**config.mk**
```make
export PLATFORM = sky130hd
export DESIGN_NAME = sa_tile_controller_flat
export DESIGN_NICKNAME = d
export VERILOG_FILES = /design/src/rtl/sa_tile_controller_pkg.sv /design/src/rtl/sa_tile_controller_if.sv /design/src/rtl/sa_tile_controller_phase_counter.sv /design/src/rtl/sa_tile_controller.sv /design/src/flat_wrapper.sv
export SDC_FILE = /design/constraint.sdc
export NUM_CORES = 1
export LEC_CHECK = 0
export CORE_AREA = 3 3 68 58
export CTS_BUF_LIST = sky130_fd_sc_hd__clkbuf_8
export DETAILED_ROUTE_END_ITERATION = 10
export DIE_AREA = 0 0 71 61
export HOLD_SLACK_MARGIN = 0.15
export PLACE_DENSITY = 0.89
export SETUP_SLACK_MARGIN = 0.15
export SLEW_MARGIN = 20
export SYNTH_ARGS = -nofsm -noshare
export SYNTH_HDL_FRONTEND = slang
export SYNTH_HIERARCHICAL = 1
export SYNTH_SLANG_ARGS = --single-unit
export TNS_END_PERCENT = 10
```
**constraint.sdc**
```tcl
create_clock -name clk -period 5.9 [get_ports clk]
set_input_delay 1.77 -clock clk [delete_from_list [all_inputs] [get_ports clk]]
set_output_delay 1.77 -clock clk [all_outputs]
set_load 0.05 [all_outputs]
```
**src/rtl/sa_tile_controller_pkg.sv**
```systemverilog
// State encoding and phase-length helpers shared by the systolic-array tile sequencer.
package sa_ctrl_pkg;

    typedef enum logic [2:0] {
        S_IDLE   = 3'd0,
        S_LOAD_X = 3'd1,
        S_MAC    = 3'd2,
        S_DRAIN  = 3'd3,
        S_STORE  = 3'd4,
        S_DONE   = 3'd5
    } state_t;

    // Skew flush: the last operand needs ROWS+COLS-2 extra cycles to reach the far PE.
    function automatic int drain_len(input int rows, input int cols);
        return rows + cols - 2;
    endfunction

endpackage

```
**src/rtl/sa_tile_controller_if.sv**
```systemverilog
// Command/status/store bundle of the tile sequencer. Optional abort input under SA_TILE_CTRL_ABORT_EN.
interface sa_tile_controller_if #(
    parameter int K_MAX   = 16,
    parameter int TILE_W  = 8,
    parameter int CYCLE_W = 5
);
    localparam int KW = $clog2(K_MAX + 1);

    logic               start;
    logic [KW-1:0]      k_len;
    logic [TILE_W-1:0]  num_tiles;
    logic               store_ready;
`ifdef SA_TILE_CTRL_ABORT_EN
    logic               abort;
`endif
    logic               busy;
    logic               done;
    logic               cmd_err;
    logic [2:0]         global_state;
    logic [CYCLE_W-1:0] cycle;
    logic [TILE_W-1:0]  tile_idx;
    logic               load_en;
    logic               mac_en;
    logic               store_en;

    // Store handshake: a row transfers on a cycle where store_en and store_ready are both high;
    // store_en already includes store_ready, so the store unit may treat store_en alone as the strobe.
    modport master (
`ifdef SA_TILE_CTRL_ABORT_EN
        output abort,
`endif
        output start, k_len, num_tiles, store_ready,
        input  busy, done, cmd_err, global_state, cycle, tile_idx,
        input  load_en, mac_en, store_en
    );

    modport slave (
`ifdef SA_TILE_CTRL_ABORT_EN
        input  abort,
`endif
        input  start, k_len, num_tiles, store_ready,
        output busy, done, cmd_err, global_state, cycle, tile_idx,
        output load_en, mac_en, store_en
    );

endinterface

```
**src/rtl/sa_tile_controller_phase_counter.sv**
```systemverilog
// In-state cycle counter: cleared on state entry, advanced by en, flags the final cycle of a phase.
module sa_phase_counter #(
    parameter int W = 5
) (
    input  logic         clk,
    input  logic         rst,
    input  logic         clear,
    input  logic         en,
    input  logic [W-1:0] len,
    output logic [W-1:0] count,
    output logic         last
);

    always_ff @(posedge clk) begin
        if (rst) begin
            count <= '0;
        end else if (clear) begin
            count <= '0;
        end else if (en) begin
            count <= count + W'(1);
        end
    end

    assign last = (count == (len - W'(1)));

endmodule

```
**src/rtl/sa_tile_controller.sv**
```systemverilog
// Tile sequencer: load X, MAC over k_len, drain skew, store ROWS rows, per tile; optional abort
// input enabled by SA_TILE_CTRL_ABORT_EN.
module sa_tile_controller
    import sa_ctrl_pkg::*;
#(
    parameter int ROWS    = 4,
    parameter int COLS    = 4,
    parameter int K_MAX   = 16,
    parameter int TILE_W  = 8,
    parameter int CYCLE_W = 5
) (
    input logic clk,
    input logic rst,
    sa_tile_controller_if.slave bus
);

    localparam int KW        = $clog2(K_MAX + 1);
    localparam int DRAIN     = drain_len(ROWS, COLS);
    localparam int CYC_NEED  = (K_MAX > ROWS + COLS) ? K_MAX : ROWS + COLS;

    if ((2 ** CYCLE_W) <= CYC_NEED) begin : g_cycle_w_check
        $error("CYCLE_W too small for K_MAX / ROWS+COLS");
    end

    state_t              state_q, state_d;
    logic [KW-1:0]       k_len_q;
    logic [TILE_W-1:0]   num_tiles_q;
    logic [TILE_W-1:0]   tile_q, tile_d;
    logic                busy_q, done_q, cmd_err_q, cmd_err_d;
    logic                latch_cmd;
    logic                cnt_en;
    logic [CYCLE_W-1:0]  phase_len;
    logic [CYCLE_W-1:0]  count;
    logic                last;
    logic                cmd_legal;
    logic                abort_req;

`ifdef SA_TILE_CTRL_ABORT_EN
    assign abort_req = bus.abort;
`else
    assign abort_req = 1'b0;
`endif

    assign cmd_legal = (bus.k_len != '0) && (int'(bus.k_len) <= K_MAX) && (bus.num_tiles != '0);

    always_comb begin
        state_d   = state_q;
        tile_d    = tile_q;
        cmd_err_d = 1'b0;
        latch_cmd = 1'b0;
        cnt_en    = 1'b0;
        phase_len = CYCLE_W'(ROWS);
        case (state_q)
            S_IDLE: begin
                if (bus.start) begin
                    if (cmd_legal) begin
                        state_d   = S_LOAD_X;
                        tile_d    = '0;
                        latch_cmd = 1'b1;
                    end else begin
                        cmd_err_d = 1'b1;
                    end
                end
            end
            S_LOAD_X: begin
                cnt_en    = 1'b1;
                phase_len = CYCLE_W'(ROWS);
                if (last) state_d = S_MAC;
            end
            S_MAC: begin
                cnt_en    = 1'b1;
                phase_len = CYCLE_W'(k_len_q);
                if (last) state_d = (DRAIN == 0) ? S_STORE : S_DRAIN;
            end
            S_DRAIN: begin
                cnt_en    = 1'b1;
                phase_len = CYCLE_W'(DRAIN);
                if (last) state_d = S_STORE;
            end
            S_STORE: begin
                cnt_en    = bus.store_ready;
                phase_len = CYCLE_W'(ROWS);
                if (bus.store_ready && last) begin
                    if (tile_q == num_tiles_q - TILE_W'(1)) begin
                        state_d = S_DONE;
                    end else begin
                        tile_d  = tile_q + TILE_W'(1);
                        state_d = S_LOAD_X;
                    end
                end
            end
            S_DONE:  state_d = S_IDLE;
            default: state_d = S_IDLE;
        endcase
        // Abort outranks every phase transition, including a store beat on the same cycle.
        if (abort_req && state_q != S_IDLE) begin
            state_d = S_IDLE;
            tile_d  = '0;
            cnt_en  = 1'b0;
        end
    end

    always_ff @(posedge clk) begin
        if (rst) begin
            state_q     <= S_IDLE;
            k_len_q     <= '0;
            num_tiles_q <= '0;
            tile_q      <= '0;
            busy_q      <= 1'b0;
            done_q      <= 1'b0;
            cmd_err_q   <= 1'b0;
        end else begin
            state_q   <= state_d;
            tile_q    <= tile_d;
            busy_q    <= (state_d != S_IDLE);
            done_q    <= (state_d == S_DONE);
            cmd_err_q <= cmd_err_d;
            if (latch_cmd) begin
                k_len_q     <= bus.k_len;
                num_tiles_q <= bus.num_tiles;
            end
        end
    end

    sa_phase_counter #(.W(CYCLE_W)) u_phase_counter (
        .clk   (clk),
        .rst   (rst),
        .clear (state_d != state_q),
        .en    (cnt_en),
        .len   (phase_len),
        .count (count),
        .last  (last)
    );

    assign bus.global_state = state_q;
    assign bus.cycle        = count;
    assign bus.tile_idx     = tile_q;
    assign bus.busy         = busy_q;
    assign bus.done         = done_q;
    assign bus.cmd_err      = cmd_err_q;
    assign bus.load_en      = (state_q == S_LOAD_X);
    assign bus.mac_en       = (state_q == S_MAC);
    assign bus.store_en     = (state_q == S_STORE) && bus.store_ready;

endmodule

```
**src/flat_wrapper.sv**
```systemverilog
// flat-port wrapper written by rule: the top's interface ports become plain ports
module sa_tile_controller_flat import sa_ctrl_pkg::*;
#(
    parameter int ROWS    = 4,
    parameter int COLS    = 4,
    parameter int K_MAX   = 16,
    parameter int TILE_W  = 8,
    parameter int CYCLE_W = 5
)
  (clk, rst, bus_start, bus_k_len, bus_num_tiles, bus_store_ready, bus_busy, bus_done, bus_cmd_err, bus_global_state, bus_cycle, bus_tile_idx, bus_load_en, bus_mac_en, bus_store_en);
  sa_tile_controller_if #(.K_MAX(K_MAX), .TILE_W(TILE_W), .CYCLE_W(CYCLE_W)) bus_i ();
  input logic clk;
  input logic rst;
  input wire logic [$bits(bus_i.start)-1:0] bus_start;
  input wire logic [$bits(bus_i.k_len)-1:0] bus_k_len;
  input wire logic [$bits(bus_i.num_tiles)-1:0] bus_num_tiles;
  input wire logic [$bits(bus_i.store_ready)-1:0] bus_store_ready;
  output wire logic [$bits(bus_i.busy)-1:0] bus_busy;
  output wire logic [$bits(bus_i.done)-1:0] bus_done;
  output wire logic [$bits(bus_i.cmd_err)-1:0] bus_cmd_err;
  output wire logic [$bits(bus_i.global_state)-1:0] bus_global_state;
  output wire logic [$bits(bus_i.cycle)-1:0] bus_cycle;
  output wire logic [$bits(bus_i.tile_idx)-1:0] bus_tile_idx;
  output wire logic [$bits(bus_i.load_en)-1:0] bus_load_en;
  output wire logic [$bits(bus_i.mac_en)-1:0] bus_mac_en;
  output wire logic [$bits(bus_i.store_en)-1:0] bus_store_en;
  assign bus_i.start = bus_start;
  assign bus_i.k_len = bus_k_len;
  assign bus_i.num_tiles = bus_num_tiles;
  assign bus_i.store_ready = bus_store_ready;
  assign bus_busy = bus_i.busy;
  assign bus_done = bus_i.done;
  assign bus_cmd_err = bus_i.cmd_err;
  assign bus_global_state = bus_i.global_state;
  assign bus_cycle = bus_i.cycle;
  assign bus_tile_idx = bus_i.tile_idx;
  assign bus_load_en = bus_i.load_en;
  assign bus_mac_en = bus_i.mac_en;
  assign bus_store_en = bus_i.store_en;
  sa_tile_controller #(.ROWS(ROWS), .COLS(COLS), .K_MAX(K_MAX), .TILE_W(TILE_W), .CYCLE_W(CYCLE_W)) u_core (.clk(clk), .rst(rst), .bus(bus_i));
endmodule
```
; Word-level counts from Yosys, hierarchy flattened
; Index checks and enable logic that the tools add are counted.
[totals]
register_bits = 32
latchBits = 0
ram_bits = 0
rom_bits = 0
in_bits = 17
output_inout_bits = 22
elab_cells = 59
mem_count = 0
[classes]
n_addsub = 4
n_mul = 0
n_div = 0
magnitude_cmp = 1
n_eq_ne = 12
shifts = 0
n_mux = 19
bitwise_logic = 2
reduce_logical = 13
[ops]
columns = cell, count
row1 = two-way mux 8 bit, 4
row2 = two-way mux 3 bit, 7
row3 = one-hot mux 8 bit (2 select lines), 1
row4 = one-hot mux 3 bit (5 select lines), 1
row5 = one-hot mux 5 bit (2 select lines), 1
row6 = adder 8 x 1 -> 8 bit (second input constant), 1
row7 = == test 8 bit, 1
row8 = nonzero test 8 bit, 1
row9 = subtractor 8 x 1 -> 8 bit (second input constant), 1
row10 = == test 3 x 2 -> 1 bit (second input constant), 2
row11 = == test 3 bit (second input constant), 2
row12 = OR reduction 3 bit, 2
row13 = adder 5 x 1 -> 5 bit (second input constant), 1
row14 = == test 5 bit, 1
row15 = <= comparator 5 bit (second input constant), 1
row16 = AND reduction 5 bit, 1
row17 = nonzero test 5 bit, 1
row18 = subtractor 5 x 1 -> 5 bit (second input constant), 1
row19 = logical AND 1 bit, 4
row20 = two-way mux 1 bit, 4
row21 = inequality test 2 x 1 -> 1 bit (second input constant), 2
row22 = inequality test 2 bit (second input constant), 2
row23 = == test 3 x 1 -> 1 bit (second input constant), 1
row24 = logical NOT 3 bit, 1
row25 = 6 further kinds, 7

; Logic depth before layout (Yosys ltp)
[depth]
depth_word = 9
ltp_mapped = 17
ltp_nobuf = 15

; Cells and area by module
; The synthesis kept the hierarchy.
[by_module_without_submodules]
columns = module, n_inst, cells_per_inst, area_each_um2, seq_area_each_um2
row1 = sa_tile_controller, 1, 185, 1534.0, 540.5
row2 = sa_phase_counter, 1, 36, 326.6, 100.1

; Least setup slack after synthesis
; No wires, ideal clock.
[synth_path]
path_type = reg2reg
startpoint = reg u_core.state_q[1] (netlist: u_core/bus.global_state[1])
endpoint = reg u_core.tile_q[5] (netlist: u_core/bus.tile_idx[5])
setup_time_ns = 0.070
arrival_time_ns = 4.655
required_ns = 5.830
slack_ns = 1.175
path_stages_with_launch = 15
path_buffers = 1
synth_period_minus_slack_ns = 4.725
path_cell_list = dfxtp_1 -> clkbuf_1 -> nand2b_1 -> nor2_1 -> and2_1 -> inv_1 -> ha_1 -> or3_1 -> a311oi_1 -> nand4b_1 -> or2_2 -> o22ai_1 -> a21oi_2 -> or4_1 -> a21oi_1
[synth_via]
elab_chain_len = 7
word_cells_on_any_way = 15
classes_between = 1 x add/sub / 8 x eq/ne / 2 x mux / 4 x reduce/logical
[synth_lines]
columns = item, line
row1 = start: declaration, sa_tile_controller.sv:25  ; state_t state_q, state_d;
row2 = start signal: assignment, sa_tile_controller.sv:113  ; state_q <= state_d;
row3 = == test 3 x 2 -> 1 bit, -
row4 = named net bus_mac_en, flat_wrapper.sv:25  ; output wire logic [$bits(bus_i.mac_en)-1:0] bus_mac_en;
row5 = one-hot mux 5 bit (2 select lines), sa_tile_controller.sv:53  ; case (state_q)
row6 = named net u_core.phase_len[0], sa_tile_controller.sv:32  ; logic [CYCLE_W-1:0] phase_len;
row7 = subtractor 5 x 1 -> 5 bit, sa_tile_controller_phase_counter.sv:24  ; assign last = (count == (len - W'(1)));
row8 = == test 5 bit, sa_tile_controller_phase_counter.sv:24
row9 = named net u_core.last, sa_tile_controller.sv:34  ; logic last;
row10 = logical AND 1 bit, sa_tile_controller.sv:83  ; if (bus.store_ready && last) begin
row11 = inequality test 2 x 1 -> 1 bit (no source line), -
row12 = AND reduction 5 bit (no source line), -
row13 = end signal: assignment, sa_tile_controller.sv:114  ; tile_q <= tile_d;
row14 = end: declaration, sa_tile_controller.sv:28  ; logic [TILE_W-1:0] tile_q, tile_d;
; The timed path passes the listed nets, and every way through them passes these cells.
; A chain may end at the register's enable or synchronous reset.

; Worst setup path after layout
[layout_path]
startpoint = in bus_store_ready
endpoint = out bus_store_en
[layout_via]
elab_chain_len = 1
[layout_lines]
columns = item, line
row1 = start: declaration, flat_wrapper.sv:17  ; input wire logic [$bits(bus_i.store_ready)-1:0] bus_store_ready;
row2 = logical AND 1 bit, sa_tile_controller.sv:143  ; assign bus.store_en = (state_q == S_STORE) && bus.store_ready;
row3 = end: declaration, flat_wrapper.sv:26  ; output wire logic [$bits(bus_i.store_en)-1:0] bus_store_en;
; Every way passes these cells.

==> flow_results.xml <==
<?xml version="1.0" encoding="UTF-8"?>
<metrics>
  <group name="logic_synthesis">
    <metric name="synth_most_common_cell" unit="">dfxtp_1</metric>
    <metric name="synthesis.yosys.warnings" unit="">6</metric>
    <metric name="yosys_most_used_dff" unit="">dfxtp_1</metric>
    <metric name="synth_largest_area_cell" unit="">dfxtp_1</metric>
    <metric name="yosys.cell_types.count" unit="">44</metric>
    <metric name="synth_sequential_area_ratio" unit="">0.344</metric>
    <metric name="synth_top_cells_by_count" unit="">32 x dfxtp_1, 24 x nor2_1, 14 x a21oi_1, 14 x mux2i_1, 13 x nand2_1</metric>
    <metric name="ys_async_sr_fraction" unit="">0</metric>
    <metric name="synth_enable_flop_cells" unit="">0</metric>
    <metric name="cell_area_after_technology_mapping" unit="mm²">0.00186</metric>
    <metric name="yosys.area.top_type_share" unit="">0.344</metric>
    <metric name="syn_inst" unit="">221</metric>
    <metric name="syn_avg_cell_area" unit="µm²">8.42</metric>
    <metric name="ys_ff_latch" unit="">32</metric>
    <metric name="synth_fp_nets" unit="">242</metric>
    <metric name="synth_top_cells_by_area" unit="">dfxtp_1 34%, mux2i_1 7.5%, xor2_1 5.2%</metric>
  </group>
  <group name="grt">
    <metric name="via_count_of_the_first_global_routing_pass" unit="">1562</metric>
    <metric name="global_route.overflow_total" unit="">0</metric>
    <metric name="grt_antenna_before_repair" unit="">0</metric>
    <metric name="largest_net_degree_at_the_start_of_global_routing" unit="">27</metric>
    <metric name="grt_pass1_wl" unit="mm">7.03</metric>
    <metric name="grt_use_total" unit="">0.208</metric>
  </group>
  <group name="sta">
    <metric name="final-hold-violation-count" unit="">0</metric>
    <metric name="rsz0062_at_grt" unit="">no</metric>
    <metric name="timing.final.crit_share" unit="">0.854</metric>
    <metric name="slew_headroom" unit="">0.382</metric>
    <metric name="max_clock_freq" unit="MHz">198</metric>
    <metric name="drv_slew" unit="">0</metric>
    <metric name="clock_skew" unit="ns">0.00433</metric>
    <metric name="tightestPinTransition" unit="ns">0.924</metric>
    <metric name="setup_viol" unit="">0</metric>
    <metric name="min_tclk_post_route" unit="ns">5.04</metric>
    <metric name="finalSetupTns" unit="ns">0</metric>
  </group>
  <group name="finish">
    <metric name="post_route_cells_drive_above_1_share" unit="">0.0659</metric>
    <metric name="final_core_util" unit="">0.707</metric>
    <metric name="multiInputGateArea" unit="mm²">0.00115</metric>
    <metric name="seqCellArea" unit="µm²">641</metric>
    <metric name="fill_cells" unit="">273</metric>
    <metric name="num-nets-final" unit="">279</metric>
    <metric name="layout.cells.non_filler" unit="">300</metric>
    <metric name="antenna_cells" unit="">0</metric>
    <metric name="syn_to_final_growth" unit="%">26.4</metric>
  </group>
  <group name="setup_path">
    <metric name="regToRegSetupSlack" unit="ns">1.64</metric>
    <metric name="regToRegEndpoint" unit="">u_core/bus.tile_idx[7]</metric>
    <metric name="timing.critical_path.slowest_cell_delay" unit="ns">0.80</metric>
    <metric name="timing.critical_path.arrival" unit="ns">3.27</metric>
    <metric name="timing.critical_path.buf_inv" unit="">2</metric>
    <metric name="reg2reg_depth" unit="">13</metric>
    <metric name="worstSetupEndpointType" unit="">output pin</metric>
    <metric name="critical_path_peak_fanout" unit="">4</metric>
    <metric name="cp_common_cell" unit="">clkdlybuf4s50_1</metric>
    <metric name="timing.critical_path.max_delay_family" unit="">buffers and inverters</metric>
    <metric name="timing.setup.critical_path_class" unit="">primary input to output pin</metric>
    <metric name="slowest_stage" unit="">clkdlybuf4s50_1</metric>
    <metric name="crit_path_cell_trace" unit="">clkdlybuf4s50_1, and3_1, clkdlybuf4s50_1</metric>
    <metric name="startpoint_type" unit="">primary input</metric>
    <metric name="cp.required" unit="ns">4.13</metric>
    <metric name="timing.rr.start" unit="">u_core/bus.global_state[1]</metric>
  </group>
  <group name="status">
    <metric name="run_status" unit="">finished clean</metric>
  </group>
  <group name="pwr">
    <metric name="cellPowerDensity" unit="mW/mm²">210</metric>
    <metric name="max-vdd-ir-drop" unit="µV">150</metric>
    <metric name="p_leak" unit="nW">0.931</metric>
  </group>
  <group name="route">
    <metric name="viasPerCell" unit="">5.80</metric>
    <metric name="detail-route-antenna-nets" unit="">0</metric>
    <metric name="drtPass1Iterations" unit="">4</metric>
    <metric name="met2_length" unit="mm">1.84</metric>
    <metric name="num_vias" unit="">1740</metric>
    <metric name="detail_route.wl_per_cell" unit="µm">14.3</metric>
    <metric name="number_of_drc_markers_in_iteration_0" unit="">121</metric>
    <metric name="detail_route.drc_violations" unit="">0</metric>
    <metric name="met3_length" unit="µm">340</metric>
    <metric name="route.top_layer_used" unit="">met4</metric>
    <metric name="detail_route.wirelength" unit="mm">4.28</metric>
    <metric name="wl_met1" unit="mm">2.06</metric>
  </group>
  <group name="clock_tree">
    <metric name="holdBufCountCts" unit="">0</metric>
    <metric name="numCtsBuffers" unit="">5</metric>
    <metric name="clock_network_latency_to_the_later_pin_of_the_worst_skew_pair" unit="ns">0.28</metric>
    <metric name="root_buffer" unit="">clkbuf_8</metric>
    <metric name="ctsResizeCount" unit="">0</metric>
    <metric name="post-cts-setup-buffers" unit="">0</metric>
    <metric name="tritoncts" unit="">yes</metric>
    <metric name="htree_num_levels" unit="">2</metric>
    <metric name="clock_transition_at_path_regs" unit="ns">0.06</metric>
    <metric name="cts_num_sinks" unit="">32</metric>
    <metric name="cts-root-to-sink-buffers" unit="">2</metric>
  </group>
  <group name="floorplanning">
    <metric name="initial_cell_density_of_the_core" unit="">0.559</metric>
    <metric name="die_width" unit="µm">71</metric>
    <metric name="die_y" unit="µm">61</metric>
    <metric name="core_area" unit="mm²">0.00333</metric>
    <metric name="floorplan.rows" unit="">19</metric>
    <metric name="design.die.area" unit="mm²">0.00433</metric>
    <metric name="ioPinCount" unit="">39</metric>
  </group>
  <group name="placed_design">
    <metric name="cell_count_after_placement" unit="">293</metric>
    <metric name="finalWeightedCongestion" unit="">0.810</metric>
    <metric name="io_buffer_count" unit="">38</metric>
    <metric name="place_hpwl" unit="mm">3.15</metric>
  </group>
  <group name="worst_hold_path">
    <metric name="min-delay-start" unit="">u_core/k_len_q[2]</metric>
    <metric name="hold_path_end" unit="">u_core/k_len_q[2]</metric>
    <metric name="hp-class" unit="">flop to flop</metric>
    <metric name="hold_path_depth" unit="">2</metric>
  </group>
  <group name="job">
    <metric name="max_cap_violations" unit="">0</metric>
  </group>
</metrics>
-- per-layer routing --
layer	GRT usage	up-vias
li1	-	876
met1	0.286	791
met2	0.308	69
met3	0.0662	4
met4	0.0804	0
met5	0	-
-- kinds of logic after synthesis --
group / count (synthesis) / synth area share
AO/OA/AOI/OAI: 37 / 0.133
adder cells (fa/ha/maj): 4 / 0.0269
flip-flops: 32 / 0.344
buffers and inverters: 16 / 0.0383
XOR/XNOR: 19 / 0.0894
multiplexers: 14 / 0.0753
AND/OR/NAND/NOR: 99 / 0.293
-- worst min-delay path, stage by stage (launching register included) --
cell     delay (ns)
dfxtp_1        0.32
mux2i_1        0.06
nor2_1         0.08
-- placed cells by master, fill, tap and decap left out, types with 2 or more instances in the layout --
master / netlist / routed
nor2_1: 24 / 24
and2_1: 3 / 3
or2_2: 6 / 6
a311oi_1: 2 / 2
dfxtp_1: 32 / 32
and3_1: 5 / 5
mux2i_1: 14 / 14
nor3b_1: 2 / 2
nand3_1: 6 / 6
o21ai_0: 5 / 5
nand2b_1: 5 / 5
a21oi_1: 14 / 14
clkbuf_8: 0 / 7
ha_1: 4 / 4
nor3_1: 9 / 9
o31ai_1: 4 / 4
xnor2_1: 8 / 8
nor2b_1: 2 / 2
nand2_1: 13 / 13
inv_1: 7 / 7
or3_1: 4 / 4
nor4_1: 6 / 6
or4_1: 4 / 4
xor2_1: 11 / 11
nand4_1: 3 / 3
clkdlybuf4s50_1: 0 / 38
nand4b_1: 2 / 2
nand3b_1: 2 / 2
-- power breakdown --
part	switching, mW	internal, mW
Sequential	0.00881	0.223
Clock	0.0752	0.104
Combinational	0.0449	0.0376
-- sequential cells by signal, indices dropped and copies added, names as in the netlist --
signal and flops:
u_core/k_len_q 5, u_core/bus.cmd_err 1, u_core/bus.tile_idx 8, u_core/num_tiles_q 8, u_core/bus.global_state 3, u_core/bus.done 1
u_core/bus.busy 1, u_core/u_phase_counter/count 5
-- per-stage QoR --
stage | worst slack [ns] | hold slack, ns | instance area (µm²) | power (mW)
after floorplan | 1.18 | 0.455 | 1860 | 0.291
after global placement | 0.889 | 0.468 | 2260 | 0.316
after detailed placement | 0.864 | 0.477 | 2260 | 0.318
after CTS | 0.864 | 0.491 | 2350 | 0.497
after global routing | 0.805 | 0.517 | 2350 | 0.517
final | 0.860 | 0.496 | 2350 | 0.494
-- layout make-up --
type,count,share of cell area
multi-input cells,173,0.488
inverters,7,0.0112
repair buffers,39,0.165
well taps,42,0.0223
clock buffers,7,0.0410
flip-flops and latches,32,0.272
-- how the worst max path moves through the flow --
stage               cells after the start  slack, ns                     end                  startpoint
detailed placement                      3       0.86            bus_store_en             bus_store_ready
finish                                  3       0.86            bus_store_en             bus_store_ready
global route                            3       0.81            bus_store_en             bus_store_ready
global placement                        3       0.89            bus_store_en             bus_store_ready
floorplan                              14       1.18  u_core/bus.tile_idx[5]  u_core/bus.global_state[1]
CTS                                     3       0.86            bus_store_en             bus_store_ready
Note: power is estimated with default switching activity, not from simulation.
